**src/rtl/datapath_pipe_if.sv**
```systemverilog
// Operation issue and result bus of the two-stage register-file/ALU datapath.
// The producer of operations uses master; datapath_pipe uses slave.
interface datapath_pipe_if #(
  parameter int XLEN = 32,
  parameter int AW   = 5
);
  logic            in_valid;
  logic            stall;
  logic [AW-1:0]   read_reg_num1;
  logic [AW-1:0]   read_reg_num2;
  logic [AW-1:0]   write_reg;
  logic [3:0]      alu_control;
  logic            regwrite;
  logic            out_valid;
  logic [XLEN-1:0] result;
  logic            zero_flag;
  logic            carry_flag;
  logic            overflow_flag;
  logic [31:0]     retire_count;

  modport master (
    output in_valid, stall, read_reg_num1, read_reg_num2, write_reg,
           alu_control, regwrite,
    input  out_valid, result, zero_flag, carry_flag, overflow_flag,
           retire_count
  );

  modport slave (
    input  in_valid, stall, read_reg_num1, read_reg_num2, write_reg,
           alu_control, regwrite,
    output out_valid, result, zero_flag, carry_flag, overflow_flag,
           retire_count
  );
endinterface

```
**src/rtl/datapath_pipe.sv**
```systemverilog
// Two-stage RISC-V register file + ALU: RD stage reads/bypasses operands,
// EX stage computes, registers result/flags and writes back.
module datapath_pipe #(
  parameter int XLEN     = 32,
  parameter int NUM_REGS = 32,
  parameter int AW       = $clog2(NUM_REGS)
) (
  input logic           clock,
  input logic           reset,
  datapath_pipe_if.slave bus
);
  localparam int SW = $clog2(XLEN);

  typedef enum logic [3:0] {
    OP_AND  = 4'b0000,
    OP_OR   = 4'b0001,
    OP_ADD  = 4'b0010,
    OP_XOR  = 4'b0011,
    OP_SLL  = 4'b0100,
    OP_SRL  = 4'b0101,
    OP_SUB  = 4'b0110,
    OP_SLT  = 4'b0111,
    OP_SLTU = 4'b1000,
    OP_SRA  = 4'b1001
  } alu_op_e;

  logic [XLEN-1:0] regs [NUM_REGS];

  logic            ex_valid;
  logic            ex_regwrite;
  logic [AW-1:0]   ex_rd;
  alu_op_e         ex_op;
  logic [XLEN-1:0] ex_a;
  logic [XLEN-1:0] ex_b;

  logic [XLEN:0]   sum;
  logic [XLEN:0]   diff;
  logic [SW-1:0]   shamt;
  logic [XLEN-1:0] alu_y;
  logic            alu_c;
  logic            alu_v;
  logic            alu_known;
  logic            alu_z;

  logic [XLEN-1:0] rd1;
  logic [XLEN-1:0] rd2;
  logic [XLEN-1:0] op1;
  logic [XLEN-1:0] op2;
  logic            fwd_ok;
  logic            wb_en;

  always_comb begin
    sum       = {1'b0, ex_a} + {1'b0, ex_b};
    // carry out of a + ~b + 1 is the inverse of the borrow
    diff      = {1'b0, ex_a} + {1'b0, ~ex_b} + (XLEN+1)'(1);
    shamt     = ex_b[SW-1:0];
    alu_y     = '0;
    alu_c     = 1'b0;
    alu_v     = 1'b0;
    alu_known = 1'b1;
    case (ex_op)
      OP_AND:  alu_y = ex_a & ex_b;
      OP_OR:   alu_y = ex_a | ex_b;
      OP_XOR:  alu_y = ex_a ^ ex_b;
      OP_ADD: begin
        alu_y = sum[XLEN-1:0];
        alu_c = sum[XLEN];
        alu_v = (ex_a[XLEN-1] == ex_b[XLEN-1]) && (sum[XLEN-1] != ex_a[XLEN-1]);
      end
      OP_SUB: begin
        alu_y = diff[XLEN-1:0];
        alu_c = diff[XLEN];
        alu_v = (ex_a[XLEN-1] != ex_b[XLEN-1]) && (diff[XLEN-1] != ex_a[XLEN-1]);
      end
      OP_SLL:  alu_y = ex_a << shamt;
      OP_SRL:  alu_y = ex_a >> shamt;
      OP_SRA:  alu_y = $signed(ex_a) >>> shamt;
      OP_SLT:  alu_y = XLEN'($signed(ex_a) < $signed(ex_b));
      OP_SLTU: alu_y = XLEN'(ex_a < ex_b);
      default: alu_known = 1'b0;
    endcase
    alu_z = alu_known && (alu_y == '0);
  end

  always_comb begin
    rd1    = (bus.read_reg_num1 == '0) ? '0 : regs[bus.read_reg_num1];
    rd2    = (bus.read_reg_num2 == '0) ? '0 : regs[bus.read_reg_num2];
    fwd_ok = ex_valid && ex_regwrite && (ex_rd != '0);
    op1    = (fwd_ok && ex_rd == bus.read_reg_num1) ? alu_y : rd1;
    op2    = (fwd_ok && ex_rd == bus.read_reg_num2) ? alu_y : rd2;
    wb_en  = fwd_ok;
  end

  always_ff @(posedge clock) begin
    if (!reset) begin
      for (int unsigned i = 0; i < NUM_REGS; i++) begin
        regs[i] <= XLEN'(i);
      end
      ex_valid          <= 1'b0;
      ex_regwrite       <= 1'b0;
      ex_rd             <= '0;
      ex_op             <= OP_AND;
      ex_a              <= '0;
      ex_b              <= '0;
      bus.out_valid     <= 1'b0;
      bus.result        <= '0;
      bus.zero_flag     <= 1'b0;
      bus.carry_flag    <= 1'b0;
      bus.overflow_flag <= 1'b0;
      bus.retire_count  <= '0;
    end else if (!bus.stall) begin
      ex_valid <= bus.in_valid;
      if (bus.in_valid) begin
        ex_regwrite <= bus.regwrite;
        ex_rd       <= bus.write_reg;
        ex_op       <= alu_op_e'(bus.alu_control);
        ex_a        <= op1;
        ex_b        <= op2;
      end
      bus.out_valid     <= ex_valid;
      bus.result        <= alu_y;
      bus.zero_flag     <= alu_z;
      bus.carry_flag    <= alu_c;
      bus.overflow_flag <= alu_v;
      if (ex_valid) begin
        bus.retire_count <= bus.retire_count + 32'd1;
      end
      if (wb_en) begin
        regs[ex_rd] <= alu_y;
      end
    end
  end
endmodule

```
**src/flat_wrapper.sv**
```systemverilog
// flat-port wrapper written by rule: the top's interface ports become plain ports
module datapath_pipe_flat 
#(
  parameter int XLEN     = 32,
  parameter int NUM_REGS = 32,
  parameter int AW       = $clog2(NUM_REGS)
)
  (clock, reset, bus_in_valid, bus_stall, bus_read_reg_num1, bus_read_reg_num2, bus_write_reg, bus_alu_control, bus_regwrite, bus_out_valid, bus_result, bus_zero_flag, bus_carry_flag, bus_overflow_flag, bus_retire_count);
  datapath_pipe_if #(.XLEN(XLEN), .AW(AW)) bus_i ();
  input logic clock;
  input logic reset;
  input wire logic [$bits(bus_i.in_valid)-1:0] bus_in_valid;
  input wire logic [$bits(bus_i.stall)-1:0] bus_stall;
  input wire logic [$bits(bus_i.read_reg_num1)-1:0] bus_read_reg_num1;
  input wire logic [$bits(bus_i.read_reg_num2)-1:0] bus_read_reg_num2;
  input wire logic [$bits(bus_i.write_reg)-1:0] bus_write_reg;
  input wire logic [$bits(bus_i.alu_control)-1:0] bus_alu_control;
  input wire logic [$bits(bus_i.regwrite)-1:0] bus_regwrite;
  output wire logic [$bits(bus_i.out_valid)-1:0] bus_out_valid;
  output wire logic [$bits(bus_i.result)-1:0] bus_result;
  output wire logic [$bits(bus_i.zero_flag)-1:0] bus_zero_flag;
  output wire logic [$bits(bus_i.carry_flag)-1:0] bus_carry_flag;
  output wire logic [$bits(bus_i.overflow_flag)-1:0] bus_overflow_flag;
  output wire logic [$bits(bus_i.retire_count)-1:0] bus_retire_count;
  assign bus_i.in_valid = bus_in_valid;
  assign bus_i.stall = bus_stall;
  assign bus_i.read_reg_num1 = bus_read_reg_num1;
  assign bus_i.read_reg_num2 = bus_read_reg_num2;
  assign bus_i.write_reg = bus_write_reg;
  assign bus_i.alu_control = bus_alu_control;
  assign bus_i.regwrite = bus_regwrite;
  assign bus_out_valid = bus_i.out_valid;
  assign bus_result = bus_i.result;
  assign bus_zero_flag = bus_i.zero_flag;
  assign bus_carry_flag = bus_i.carry_flag;
  assign bus_overflow_flag = bus_i.overflow_flag;
  assign bus_retire_count = bus_i.retire_count;
  datapath_pipe #(.XLEN(XLEN), .NUM_REGS(NUM_REGS), .AW(AW)) u_core (.clock(clock), .reset(reset), .bus(bus_i));
endmodule
```
**config.mk**
```make
export PLATFORM = sky130hd
export DESIGN_NAME = datapath_pipe_flat
export DESIGN_NICKNAME = d
export VERILOG_FILES = /design/src/rtl/datapath_pipe_if.sv /design/src/rtl/datapath_pipe.sv /design/src/flat_wrapper.sv
export SDC_FILE = /design/constraint.sdc
export NUM_CORES = 2
export LEC_CHECK = 0
export CORE_ASPECT_RATIO = 1.1
export CORE_MARGIN = 1
export CORE_UTILIZATION = 40
export DETAILED_ROUTE_END_ITERATION = 6
export GPL_TIMING_DRIVEN = 0
export HOLD_SLACK_MARGIN = 0.06
export PLACE_DENSITY_LB_ADDON = 0.08
export SLEW_MARGIN = 20
export SYNTH_ARGS = -nofsm -noshare
export SYNTH_HDL_FRONTEND = slang
export SYNTH_SLANG_ARGS = --single-unit
```
**constraint.sdc**
```tcl
create_clock -name clock -period 5.8 [get_ports clock]
set_input_delay 1.16 -clock clock [delete_from_list [all_inputs] [get_ports clock]]
set_output_delay 1.16 -clock clock [all_outputs]
set_load 0.01 [all_outputs]
```
# After elaboration in Yosys (flattened, before gate mapping)
# Memory sizes are Yosys's and may differ from the RTL's.
# Cells that the tools add are included.
[totals] reg_bits=143 mem_bits_rw=1024 in_bits=24 wordCells=74 mem_count=1
[memory_table] name="u_core.regs" words=32 word_bits=32 rd=2 rd_ports_with_merged_regs=0 wr=32 line="datapath_pipe.sv:27" rtl="logic [XLEN-1:0] regs [NUM_REGS];"
[classes] addsub=4 order_cmp=2 eq_ne=15 shift=3 muxes=16 bitwise=5 reduce_logical=16
[ops] op="32-bit one-hot mux with 10 select lines" count=1
[ops] op="32-bit two-way mux" count=5
[ops] op="32-bit by 32-bit adder with 33-bit output" count=2
[ops] op="32-bit less-than comparator" count=2
[ops] op="33-bit by 1-bit adder with 33-bit output, second input constant" count=1
[ops] op="32-bit by 1-bit adder with 32-bit output, second input constant" count=1
[ops] op="32-bit bitwise AND" count=1
[ops] op="32-bit zero test" count=1
[ops] op="32-bit NOT" count=1
[ops] op="32-bit OR" count=1
[ops] op="32-bit OR reduction" count=1
[ops] op="32-bit by 5-bit << shifter with 32-bit output" count=1
[ops] op="32-bit by 5-bit >> shifter with 32-bit output" count=1
[ops] op="32-bit by 5-bit >>> shifter with 32-bit output" count=1
[ops] op="32-bit bitwise XOR" count=1
[ops] op="4-bit by 3-bit equality test with 1-bit output, second input constant" count=4
[ops] op="5-bit equality test" count=2
[ops] op="5-bit zero test" count=2
[ops] op="10-bit OR reduction" count=1
[ops] op="4-bit by 2-bit equality test with 1-bit output, second input constant" count=2
[ops] op="4-bit equality test, second input constant" count=2
[ops] op="1-bit logical AND" count=7
[ops] op="1-bit two-way mux" count=7
[ops] op="5-bit two-way mux" count=1
[ops] op="other kinds (8)" count=12

# Longest topological paths before layout
[logic_depth] word_depth=8 depth_mapped=20 mapped_depth_nobuf=14

# Worst setup path after synthesis
# Ideal clock, no wire load.
[synth_path] kind="reg-to-reg" from="reg u_core.ex_b[1]" to="reg u_core.bus.zero_flag" arrival_time_ps=4957 required_ps=5716 setup_slack_ps=759 path_stages_with_launch=20 cell_sequence="dfxtp_1 -> buf_4 -> buf_6 -> buf_6 -> buf_2 -> buf_4 -> buf_2 -> inv_1 -> ha_1 -> o21ba_2 -> or4_1 -> a2111oi_0 -> nor3_1 -> o311ai_0 -> o21ai_0 -> xnor2_1 -> a21oi_1 -> nand4_1 -> or4_1 -> o31ai_2"
[synth_via] elab_chain_len=6 elab_cells_between_ends=15
[synth_rtl] item="from (decl)" line="datapath_pipe.sv:34" rtl="logic [XLEN-1:0] ex_b;"
[synth_rtl] item="from (signal assigned)" line="datapath_pipe.sv:118" rtl="ex_b <= op2;"
[synth_rtl] item="32-bit NOT" line="datapath_pipe.sv:55" rtl="diff = {1'b0, ex_a} + {1'b0, ~ex_b} + (XLEN+1)'(1);"
[synth_rtl] item="32-bit by 32-bit adder with 33-bit output" line="datapath_pipe.sv:55"
[synth_rtl] item="33-bit by 1-bit adder with 33-bit output" line="datapath_pipe.sv:55"
[synth_rtl] item="32-bit one-hot mux with 10 select lines *" line="datapath_pipe.sv:61" rtl="case (ex_op)"
[synth_rtl] item="32-bit zero test *" line="datapath_pipe.sv:82" rtl="alu_z = alu_known && (alu_y == '0);"
[synth_rtl] item="1-bit logical AND *" line="datapath_pipe.sv:82"
[synth_rtl] item="to (signal assigned)" line="datapath_pipe.sv:122" rtl="bus.zero_flag <= alu_z;"
[synth_rtl] item="to (decl)" line="datapath_pipe_if.sv:31" rtl="output out_valid, result, zero_flag, carry_flag, overflow_flag,"
# Mark *: on every way between the ends. The rest lies on a longest branch, timed or not.
# A chain may end at the register's enable or synchronous reset.

==> flow_summary.toml <==
[status]
run_status = "finished, violations left"
violations = "DRC, setup timing"

[layout]
final_nets = 6590
areaGrowthSynthToFinish_pct = 15.4
drive_gt1_share_pct = 17.5
fin_cells = 8826
final_cell_mix = "nor2_1, edfxtp_1, mux2i_1"
final_common_cell = "nor2_1"

[die]
start_util_pct = 40.5
dieArea_um2 = 173000
ios = 92
coreArea_um2 = 169000
rows = 158
dieWidth_um = 397
dieHeight_um = 436

[synth]
synth_area_leaders = "edfxtp_1, mux4_2, nor2_1"
synthFlopType = "edfxtp_1"
synth_area_um2 = 68500
yosysTopAreaCell = "edfxtp_1"
synthArstFlopShare_pct = 0
yosysSeqAreaShare_pct = 49.1
synth_edf_count = 1024
synth_seq_cells = 1167
ys_warn_count = 0
syn_area_per_cell_um2 = 11.2
ys_types = 95
synth.top_cell.area_share_pct = 44.9
synthCells = 6118

[sta]
setup_violations = 62
tightest_slew_ns = 1.43
drv_slew = 0
tns_ns = -3.93
finalHoldViolations = 0
maxSlewHeadroom_pct = 4.93
holdWs_ns = 0.479
fmax_mhz = 168
final.period_utilization_pct = 103
fin_crit_ns = 5.95
layout_setup_ws_ns = -0.146
fin_skew_ns = 0.0424

[worst_setup_path]
slowest_delay_ns = 0.64
crit_buf_inv = 8
criticalPathCategory = "reg -> reg"
worstSetupStartpointType = "flop"
setup.worst_path.end_class = "flop"
crit_top_cell = "buf_2"
crit_chain = "buf_2, buf_4, inv_1, buf_2, buf_2, buf_2, ha_1, nor2b_1, a222oi_1, nor2_1, o22ai_1, o211ai_1, nor3_4, buf_6, buf_2, nor2_1"
critPathRequiredTime_ns = 6.32
worstPathArrival_ns = 6.47
worstPathMaxFanout = 20
cp_slowest_cell = "a222oi_1"
worst_path_dominant_cell_family = "buffers and inverters"

[placed_design]
portBuffers = 85
pre_cts_ws_ns = -2.52
hpwlAfterDp_mm = 284
gp_congestion = 1.10
dp_cells = 8547

[pwr]
total_leakage_power_nw = 27.1
p_per_area_nw_per_um2 = 297
ir_drop_mv = 0.315

[clocking]
clkSinkCount = 1167
ctsHoldBuffers = 0
cts_made_buffers = 139
clk_pin_slew_ns = 0.06
cts-htree-levels = 4
clockRootBuffer = "clkbuf_16"
cts_tree = "done"
clockBufferDepth = 3
worstSkewPairLatency_ns = 0.83

[detailed_routing]
routed_wl_mm = 388
drt_iter0_drc = 10100
postRouteAntennaNets = 0
first_pass_iters = 7
num_vias = 61500
wire_per_inst_um = 44.0
drc_errors = 83
viasPerCell = 6.97

[grt]
grt_overflow = 0
antenna_found_initial = 36
grt.total_usage_pct = 44.0
first_global_vias = 57900
grt_max_degree = 33
grt_pass1_wl_mm = 511

[flow_run]
cap_violations = 0

[worst_hold_path]
hp-class = "reg -> reg"
-- power by group --
| group | switching, mW | leakage [nW] | internal, mW |
|---|---|---|---|
| Combinational | 3.64 | 13.5 | 1.38 |
| Sequential | 0.218 | 11.4 | 9.40 |
| Clock | 3.79 | 2.17 | 5.05 |
-- metal layers --
metal	track usage [%]	vias to the layer above	part of all wire (%)
met4	37.3	24	10
met2	64.1	5083	42
met3	15.5	1447	13
met1	51.6	31100	34
li1	-	23800	-
met5	0.167	-	0.039
-- registers in the layout, indices dropped and copies added, names as in the netlist, 4 cells and up --
register	flops
u_core.regs	1024
u_core.bus.result	32
u_core.bus.retire_count	32
u_core.ex_a	32
u_core.ex_b	32
u_core.ex_rd	5
u_core.ex_op	4
-- final timing paths --
check / from / depth (start not counted) / to / slack [ns]
worst max-delay path: u_core.ex_b[0]$_SDFFE_PN0P_ / 16 / u_core.regs[23][24]$_SDFFCE_PN0P_ / -0.15
worst min-delay path: u_core.bus.result[13]$_SDFFE_PN0N_ / 2 / u_core.bus.result[13]$_SDFFE_PN0N_ / 0.48
worst max register to register: u_core.ex_b[0]$_SDFFE_PN0P_ / 16 / u_core.regs[23][24]$_SDFFCE_PN0P_ / -0.15
worst min register to register: u_core.bus.result[13]$_SDFFE_PN0N_ / 2 / u_core.bus.result[13]$_SDFFE_PN0N_ / 0.48
-- synth_stat cells, types with 16 or more instances --
cell,n
or3_1,21
or2_2,16
nor3_1,44
edfxtp_1,1024
o21ai_0,301
xor2_1,28
xnor2_1,25
buf_1,66
o211ai_1,84
nand4_1,25
nand3_1,77
mux4_2,361
a22oi_1,122
inv_1,109
nor2_1,1285
a221oi_1,124
clkbuf_1,494
nand2b_1,19
o22ai_1,77
mux2i_1,406
mux2_2,138
dfxtp_1,143
a21o_1,19
and3_1,25
a211oi_1,98
nand2_1,266
o31ai_1,17
a21oi_1,243
a31oi_1,27
o221ai_1,17
buf_2,36
nor2b_1,29
ha_1,109
-- per-stage QoR --
| stage | instance area, µm² | power [mW] | utilization [%] |
|---|---|---|---|
| floorplan | 68600 | 12.0 | - |
| global placement | 72300 | 14.2 | 42.7 |
| detailed placement | 74100 | 14.4 | 43.8 |
| CTS | 78900 | 23.1 | 46.6 |
| global route | 79000 | 23.7 | 46.7 |
| finish | 79100 | 23.5 | 46.7 |
-- worst register-to-register path: stages (launching register included) --
cell	delay [ns]
dfxtp_1	0.37
buf_2	0.33
buf_4	0.31
inv_1	0.09
buf_2	0.26
buf_2	0.29
buf_2	0.37
ha_1	0.43
nor2b_1	0.21
a222oi_1	0.64
nor2_1	0.29
o22ai_1	0.48
o211ai_1	0.23
nor3_4	0.49
buf_6	0.23
buf_2	0.53
nor2_1	0.11
-- final cells by class --
| cell class | instances | area, µm² |
|---|---|---|
| clock buffer | 180 | 3830 |
| multi-input combinational | 4264 | 33000 |
| buffer | 592 | 2560 |
| antenna | 25 | 62.6 |
| clock inverter | 67 | 581 |
| timing repair buffer | 177 | 2200 |
| fill | 15900 | 90200 |
| sequential | 1167 | 33600 |
| tap | 2240 | 2800 |
| inverter | 114 | 442 |
-- logic make-up (layout without fill, tap and decap cells) --
family                     after synthesis  after routing  share of synthesized area, %
and+or+nand+nor                       1884           1884                          11.5
AOI/OAI and AO/OA                     1279           1279                          12.5
DFF                                   1167           1167                          49.1
muxes                                  905            905                          20.1
buffers and inverters                  718           1130                          4.07
adders and majority gates              111            111                          2.05
xor gates and xnor gates                53             53                         0.678
other                                    1             57                       0.00548
-- timing repair --
| action | in CTS | in global routing |
|---|---|---|
| pin swaps | 10 | 1 |
| gates resized for setup | 82 | 27 |
| setup endpoints to repair | 1037 | 328 |
| setup buffers | 18 | 0 |
Note: power is estimated with default switching activity, not from simulation.
